--- config.mk ---
export PLATFORM = sky130hd
export DESIGN_NAME = led_scan_ctrl
export DESIGN_NICKNAME = d
export VERILOG_FILES = /design/src/rtl/led_scan_ctrl.sv
export SDC_FILE = /design/constraint.sdc
export NUM_CORES = 1
export LEC_CHECK = 0
export BUFFER_PORTS_ARGS = -buffer_cell sky130_fd_sc_hd__clkbuf_2
export CELL_PAD_IN_SITES_DETAIL_PLACEMENT = 1
export CELL_PAD_IN_SITES_GLOBAL_PLACEMENT = 2
export CORE_MARGIN = 4
export CORE_UTILIZATION = 38
export CTS_BUF_LIST = sky130_fd_sc_hd__clkbuf_4 sky130_fd_sc_hd__clkbuf_8 sky130_fd_sc_hd__clkbuf_16
export DETAILED_ROUTE_END_ITERATION = 7
export GPL_ROUTABILITY_DRIVEN = 0
export GPL_TIMING_DRIVEN = 0
export PLACE_DENSITY = 0.88
export SLEW_MARGIN = 0
export SYNTH_ARGS = -nofsm -noshare
export SYNTH_HDL_FRONTEND = slang
export SYNTH_SLANG_ARGS = --single-unit
--- constraint.sdc ---
create_clock -name clk -period 6.45 [get_ports clk]
set_clock_uncertainty 0.2 [all_clocks]
set_input_delay 1.29 -clock clk [delete_from_list [all_inputs] [get_ports clk]]
set_output_delay 1.29 -clock clk [all_outputs]
set_load 0.02 [all_outputs]
--- src/rtl/led_scan_ctrl.sv ---
// Purpose : scan scheduler and source arbiter for a 6-digit multiplexed 7-segment display.
// Latency : a prescaler tick in cycle T updates the slot outputs and frame_start from cycle T+1.
// Backpressure: none. The block is free-running, and its sources are sampled only at frame boundaries.
//
// Ports:
//   clk, rst        - clock and asynchronous active-low reset
//   src_a, src_b    - 24-bit BCD sources; digit k is bits [4k+3:4k]; src_b is the override
//   req_b           - asks for src_b; takes effect at the next frame boundary
//   blink_mask      - per-digit blink enable; takes effect at the next frame boundary
//   digit_bcd       - BCD code of the active slot (0 when blanked)
//   dig_sel         - one-hot digit select (all zero when blanked)
//   blank           - active slot is blanked
//   grant_b         - the current frame shows src_b
//   frame_start     - one-cycle pulse with the first digit-0 slot of each frame
//
// Optional feature macro: LED_LEADING_ZERO_BLANK_EN (leading-zero blanking).
module led_scan_ctrl #(
  parameter int SCAN_DIV    = 50000,
  parameter int BLINK_SCANS = 250
) (
  input  logic        clk,
  input  logic        rst,
  input  logic [23:0] src_a,
  input  logic [23:0] src_b,
  input  logic        req_b,
  input  logic [5:0]  blink_mask,
  output logic [3:0]  digit_bcd,
  output logic [5:0]  dig_sel,
  output logic        blank,
  output logic        grant_b,
  output logic        frame_start
);

  localparam int PW = (SCAN_DIV > 1) ? $clog2(SCAN_DIV) : 1;
  localparam int BW = (BLINK_SCANS > 1) ? $clog2(BLINK_SCANS) : 1;
  localparam logic [PW-1:0] PRE_LAST   = PW'(SCAN_DIV - 1);
  localparam logic [BW-1:0] BLINK_LAST = BW'(BLINK_SCANS - 1);

  typedef enum logic {S_INIT, S_SCAN} state_e;

  state_e        state_q, state_d;
  logic [PW-1:0] pre_q, pre_d;
  logic [2:0]    idx_q, idx_d;
  logic [23:0]   shadow_q, shadow_d;
  logic [5:0]    mask_q, mask_d;
  logic [BW-1:0] bcnt_q, bcnt_d;
  logic          phase_on_q, phase_on_d;
  logic          grant_q, grant_d;
  logic          boundary;
  logic          tick;

  logic [3:0]    digit_q, digit_d;
  logic [5:0]    sel_q, sel_d;
  logic          blank_q, blank_d;
  logic          fs_q;
  logic          lz_slot;
  logic [3:0]    slot_digit;

  assign tick = (pre_q == PRE_LAST);

  // Next-state for the scan position, the frame-latched source and the blink phase
  always_comb begin
    pre_d      = tick ? '0 : pre_q + PW'(1);
    state_d    = state_q;
    idx_d      = idx_q;
    shadow_d   = shadow_q;
    mask_d     = mask_q;
    grant_d    = grant_q;
    bcnt_d     = bcnt_q;
    phase_on_d = phase_on_q;
    boundary   = 1'b0;
    if (tick) begin
      if (state_q == S_INIT) begin
        state_d  = S_SCAN;
        idx_d    = 3'd0;
        boundary = 1'b1;
      end else begin
        if (bcnt_q == BLINK_LAST) begin
          bcnt_d     = '0;
          phase_on_d = ~phase_on_q;
        end else begin
          bcnt_d = bcnt_q + BW'(1);
        end
        if (idx_q == 3'd5) begin
          idx_d    = 3'd0;
          boundary = 1'b1;
        end else begin
          idx_d = idx_q + 3'd1;
        end
      end
    end
    if (boundary) begin
      grant_d  = req_b;
      shadow_d = req_b ? src_b : src_a;
      mask_d   = blink_mask;
    end
  end

`ifdef LED_LEADING_ZERO_BLANK_EN
  logic [5:0] lz_q, lz_d, lz_load;

  // A digit is a leading zero when it and every digit above it are zero.
  // Digit 0 always shows. The mask is frozen together with the shadow value.
  always_comb begin
    lz_load    = '0;
    lz_load[5] = (shadow_d[23:20] == 4'd0);
    for (int k = 4; k >= 1; k--) begin
      lz_load[k] = lz_load[k+1] && (shadow_d[4*k +: 4] == 4'd0);
    end
    lz_d = boundary ? lz_load : lz_q;
  end

  always_ff @(posedge clk or negedge rst) begin
    if (!rst) lz_q <= '0;
    else      lz_q <= lz_d;
  end

  assign lz_slot = lz_d[idx_d];
`else
  assign lz_slot = 1'b0;
`endif

  // Slot outputs are derived from next-state values, so they change on the tick edge itself
  always_comb begin
    slot_digit = shadow_d[{idx_d, 2'b00} +: 4];
    digit_d    = slot_digit;
    sel_d      = 6'b000001 << idx_d;
    blank_d    = 1'b0;
    if ((state_d == S_INIT) || (slot_digit > 4'd9) ||
        (mask_d[idx_d] && !phase_on_d) || lz_slot) begin
      digit_d = 4'd0;
      sel_d   = 6'd0;
      blank_d = 1'b1;
    end
  end

  always_ff @(posedge clk or negedge rst) begin
    if (!rst) begin
      state_q    <= S_INIT;
      pre_q      <= '0;
      idx_q      <= 3'd0;
      shadow_q   <= 24'd0;
      mask_q     <= 6'd0;
      bcnt_q     <= '0;
      phase_on_q <= 1'b1;
      grant_q    <= 1'b0;
      digit_q    <= 4'd0;
      sel_q      <= 6'd0;
      blank_q    <= 1'b1;
      fs_q       <= 1'b0;
    end else begin
      state_q    <= state_d;
      pre_q      <= pre_d;
      idx_q      <= idx_d;
      shadow_q   <= shadow_d;
      mask_q     <= mask_d;
      bcnt_q     <= bcnt_d;
      phase_on_q <= phase_on_d;
      grant_q    <= grant_d;
      digit_q    <= digit_d;
      sel_q      <= sel_d;
      blank_q    <= blank_d;
      fs_q       <= boundary;
    end
  end

  assign digit_bcd   = digit_q;
  assign dig_sel     = sel_q;
  assign blank       = blank_q;
  assign grant_b     = grant_q;
  assign frame_start = fs_q;

endmodule

### Word-level counts from Yosys, hierarchy flattened

Cells that the tools add are included.

* bits in registers: 72
* input port bits: 57
* output and inout bits: 13
* logic and storage cells: 49

* add/subtract/negate cells: 3
* magnitude comparators: 2
* eq/ne operators: 3
* shift-type cells: 2
* muxes and demuxes: 20
* bitwise gates (word level): 2
* reductions and logical operators: 5

Operators with widths (number)
* $mux W24: 2
* $shiftx A24 B6 Y4: 1
* $add A16 B1 Y16 const B: 1
* $eq A16 B16 Y1 const B: 1
* $mux W16: 1
* $mux W6: 2
* $mux W1: 9
* $mux W3: 3
* $add A8 B1 Y8 const B: 1
* $eq A8 B8 Y1 const B: 1
* $mux W8: 1
* $shl A1 B3 Y6 const A: 1
* $gt A4 B4 Y1 const B: 1
* $lt A3 B4 Y1 const B: 1
* $mux W4: 1
* $add A3 B1 Y3 const B: 1
* $bmux W1 S3: 1
* $eq A3 B3 Y1 const B: 1
* $logic_or A1 B1 Y1: 2
* $not A1 Y1: 2
* $reduce_and A2 Y1: 1
* $logic_and A1 B1 Y1: 1
* $logic_not A1 Y1: 1

### Depth between registers and ports, before layout

* depth in word-level cells: 10
* gate-level depth with buffers: 13
* gate-level depth less buffers: 10

### Worst setup path after synthesis

Ideal clock, no wire load.

* path type: input to register
* start point: in req_b
* end point: reg blank_q (netlist: blank)
* library setup time: 0.082 ns
* arrival time: 3.293 ns
* data required time: 6.168 ns
* path slack: 2.875 ns
* stages: 8
* path buffers: 3
* cells stage by stage: buf_2 -> buf_2 -> buf_1 -> mux2i_1 -> a211oi_1 -> o21ai_0 -> a32oi_2 -> or2_1

* cells in the longest elaborated chain, start to end: 7

RTL lines
* from (decl): RTL line 25 `input logic req_b,`
* $mux W24: RTL line 94 `shadow_d = req_b ? src_b : src_a;`
* $mux W24: RTL line 92 `if (boundary) begin`
* $shiftx A24 B6 Y4: RTL line 125 `slot_digit = shadow_d[{idx_d, 2'b00} +: 4];`
* $gt A4 B4 Y1: RTL line 129 `if ((state_d == S_INIT) || (slot_digit > 4'd9) ||`
* $logic_or A1 B1 Y1 (2 in series): RTL line 129
* $mux W1: RTL line 129
* net blank_d: RTL line 54 `logic blank_q, blank_d;`
* to (signal assigned): RTL line 162 `blank_q <= blank_d;`
* to (decl): RTL line 54

The timed path passes the listed nets, and every way through them passes these cells.
A chain may end at the register's enable or synchronous reset.

### Worst setup path in the final report

* start point: in req_b
* end point: reg digit_q[0] (netlist: digit_bcd[0])

* cells in the longest elaborated chain, start to end: 7

RTL lines
* $mux W24 (*): RTL line 94
* $mux W24 (*): RTL line 92
* $shiftx A24 B6 Y4 (*): RTL line 125
* $gt A4 B4 Y1: RTL line 129
* $logic_or A1 B1 Y1 (2 in series): RTL line 129
* $mux W4 (*): RTL line 129
* net digit_d[0]: RTL line 52 `logic [3:0] digit_q, digit_d;`
* to (signal assigned): RTL line 160 `digit_q <= digit_d;`
* to (decl): RTL line 52

Mark *: on every way through the listed nets, which the timed path passes. The rest lies on a longest branch.

==> impl_metrics.py <==
metrics = {
    "run_status": {
        "outcome": "completed",
    },
    "yosys": {
        "synth_commonest_cells": "dfrtp_1 (70), o21ai_0 (40), nor2_1 (28), nand2_1 (26), mux2i_1 (23)",
        "syn_nets": 399,
        "postSynthAreaPerCell_um2": 10.62,
        "seq_area_frac_synth": 0.5012,
        "yosys.cell_types.count": 61,
        "ys_warn_count": 0,
        "synth-edff-count": 0,
        "synth_top_area_cell": "dfrtp_1",
        "netlist_instances": 339,
        "ys_ff_latch": 72,
        "netlist.area_leader.share": 0.4866,
        "synth_ff_type": "dfrtp_1",
        "yosysMostFrequentCell": "dfrtp_1",
        "async_reset_ff_frac": 1.000,
        "netlist_area_mm2": 0.003600,
        "synth.area.top_cells": "dfrtp_1 (49%), mux2i_1 (6.4%), o21ai_0 (5.6%)",
    },
    "power": {
        "sw_frac_of_total": 0.2175,
        "power_switching_mw": 0.1962,
        "clockPowerShare": 0.450,
        "p_comb_frac": 0.049,
        "power.density_mw_per_mm2": 207.1,
        "internal_power_mw": 0.7060,
        "leakage_nw": 1.991,
        "seqPwrFrac": 0.501,
        "ir_drop_v": 0.0001056,
    },
    "finish": {
        "finalInstanceArea_mm2": 0.004357,
        "nFillCells": 1065,
        "nets": 479,
        "layout-drive-gt1-share": 0.2948,
        "diodes": 0,
        "area_growth_pct": 21.03,
    },
    "die": {
        "initial_core_util": 0.3896,
        "fp.dieW_um": 105.3,
        "dieArea_mm2": 0.01109,
        "fp.coreArea_mm2": 0.009240,
        "rows": 35,
        "boundaryPins": 70,
        "die_h_um": 105.3,
    },
    "clock_network": {
        "cts_buffer_depth": 2,
        "h-tree-depth": 3,
        "holdBufCountCts": 0,
        "cts_tree": "done",
        "clockRootBuffer": "clkbuf_8",
        "cts_buffers": 9,
        "cts.sinks": 72,
        "clkLatencyLatePin_ns": 0.35,
        "clk_pin_slew_ns": 0.08,
        "postCtsResizedCells": 0,
        "cts_setup_buffers": 0,
    },
    "detailed_routing": {
        "vias": 2907,
        "drc_errors": 0,
        "drt_wl_total_um": 8975,
        "ant_nets": 0,
        "first_pass_iters": 4,
        "first_iter_violations": 111,
        "wire_per_inst_um": 16.23,
        "vias_per_cell": 5.257,
    },
    "placed_design": {
        "place_area_mm2": 0.004131,
        "dpl.hpwl_um": 6761,
        "placement.io_buffers": 68,
    },
    "critical_path": {
        "critical_path.top_delay_family": "compound AO/OA/AOI/OAI gates",
        "cp_cell_sequence": "buf_2, buf_2, buf_1, mux2i_1, a211oi_1, o21ai_0, a32oi_2, a211oi_1",
        "startpoint_type": "input pin",
        "end_kind": "flip-flop",
        "worst-path-buf-inv": 3,
        "critPathSlowestCell": "buf_1",
        "critPathArrivalTime_ns": 3.99,
        "crit_type": "in2reg",
        "cp_max_fo": 10,
        "worst_ep_required_time_ns": 6.50,
        "max_stage_delay_ns": 0.58,
    },
    "sta": {
        "period_share": 0.6105,
        "drv_slew": 0,
        "tightest_slew_ns": 0.8092,
        "relSlewSlack": 0.4588,
        "clock.fmax_mhz": 253.9,
        "setup-violations-final": 0,
        "period_needed_ns": 3.938,
        "final_hold_viol_count": 0,
        "tns_ns": 0,
        "rsz0062_at_grt": "no",
    },
    "global_route": {
        "first_global_vias": 3061,
        "overflow": 0,
        "track_usage": 0.1708,
        "grt_pass1_wl_um": 15320,
        "antenna_found_initial": 0,
        "grt_max_degree": 52,
    },
    "hold_path": {
        "hold_path_class": "reg2reg",
    },
    "run": {
        "maxCapViolCount": 0,
    },
}
==> power by group through the flow <==
| stage | Sequential, mW | Combinational, mW | Clock (mW) |
|---|---|---|---|
| floorplan | 0.461 | 0.0139 | 0 |
| global placement | 0.461 | 0.0420 | 0 |
| detailed placement | 0.461 | 0.0454 | 0 |
| CTS | 0.452 | 0.0456 | 0.412 |
| global route | 0.452 | 0.0503 | 0.436 |
| finish | 0.452 | 0.0439 | 0.406 |
==> cells by family after synthesis <==
logic type                 synth area share
buffers and inverters               0.02989
and+or+nand+nor                      0.1842
AOI/OAI and AO/OA                    0.1303
adders and majority gates           0.01043
DFF                                  0.5012
xor gates and xnor gates            0.04380
muxes                                0.1001
==> metrics by stage <==
| step | setup slack (ns) | hold slack (ns) | util | std cells | power (mW) |
|---|---|---|---|---|---|
| final | 2.512 | 0.2514 | 0.4715 | 553 | 0.9022 |
| after global routing | 2.277 | 0.2828 | 0.4715 | 553 | 0.9382 |
| after CTS | 2.529 | 0.2565 | 0.4715 | 553 | 0.9099 |
| after detailed placement | 2.183 | 0.2461 | 0.4471 | 537 | 0.5066 |
| after global placement | 2.214 | 0.2429 | 0.4439 | 536 | 0.5032 |
| after floorplan | 2.875 | 0.2251 | - | 339 | 0.4751 |
==> registers in the layout, summed over array words and instances, names as in the netlist <==
name,flops
grant_b,1
bcnt_q,8
blank,1
state_q,1
idx_q,3
pre_q,16
shadow_q,24
mask_q,6
dig_sel,6
digit_bcd,4
frame_start,1
phase_on_q,1
==> per-layer routing <==
metal  global-route usage  vias up  part of all wire
li1                     -     1382                 -
met1               0.2301     1467              0.46
met2               0.2796       48              0.49
met3              0.02878       10             0.032
met4              0.05623        0             0.013
met5                    0        -                 0
==> path summary, 6_finish.rpt <==
| kind | to | start | slack [ns] | cells past startpoint |
|---|---|---|---|---|
| min | pre_q[0] | pre_q[0] | 0.25 | 1 |
| min reg2reg | pre_q[0] | pre_q[0] | 0.25 | 1 |
| max reg2reg | dig_sel[0] | pre_q[0] | 2.90 | 12 |
| max | digit_bcd[0] | req_b | 2.51 | 8 |
| min in group asynchronous | shadow_q[8] | rst | 0.67 | 1 |
| max in group asynchronous | blank | rst | 4.78 | 2 |
==> cell usage in the layout (no fill, tap or decap), drive strengths merged, types with 9 or more instances in the layout <==
master | synthesis | routed
clkbuf | 5 | 84
dfrtp | 70 | 70
o21ai | 41 | 41
nor2 | 29 | 29
nand2 | 27 | 27
mux2i | 24 | 24
nand3 | 16 | 16
xor2 | 11 | 11
mux2 | 10 | 10
a21oi | 9 | 9
buf | 8 | 9
==> worst reg2reg max path, delay by kind of cell (launching register included) <==
| kind | cells | cell delay, ns |
|---|---|---|
| DFF | 1 | 0.37 |
| adders and majority gates | 1 | 0.19 |
| and+or+nand+nor | 4 | 0.71 |
| AOI/OAI and AO/OA | 4 | 1.35 |
| buffers and inverters | 3 | 0.61 |
==> cell type report <==
cell class                 instances  area [um2]  area share
buffer                            13       77.57     0.01781
clock buffer                      11       145.1     0.03331
clock inverter                     5       80.08     0.01838
inverter                           8       30.03    0.006893
multi-input combinational        246        1688      0.3874
sequential                        72        1804      0.4141
tap                              129       161.4     0.03705
timing repair buffer              69       370.4     0.08501
No activity file was read; power rests on OpenSTA's default activity.
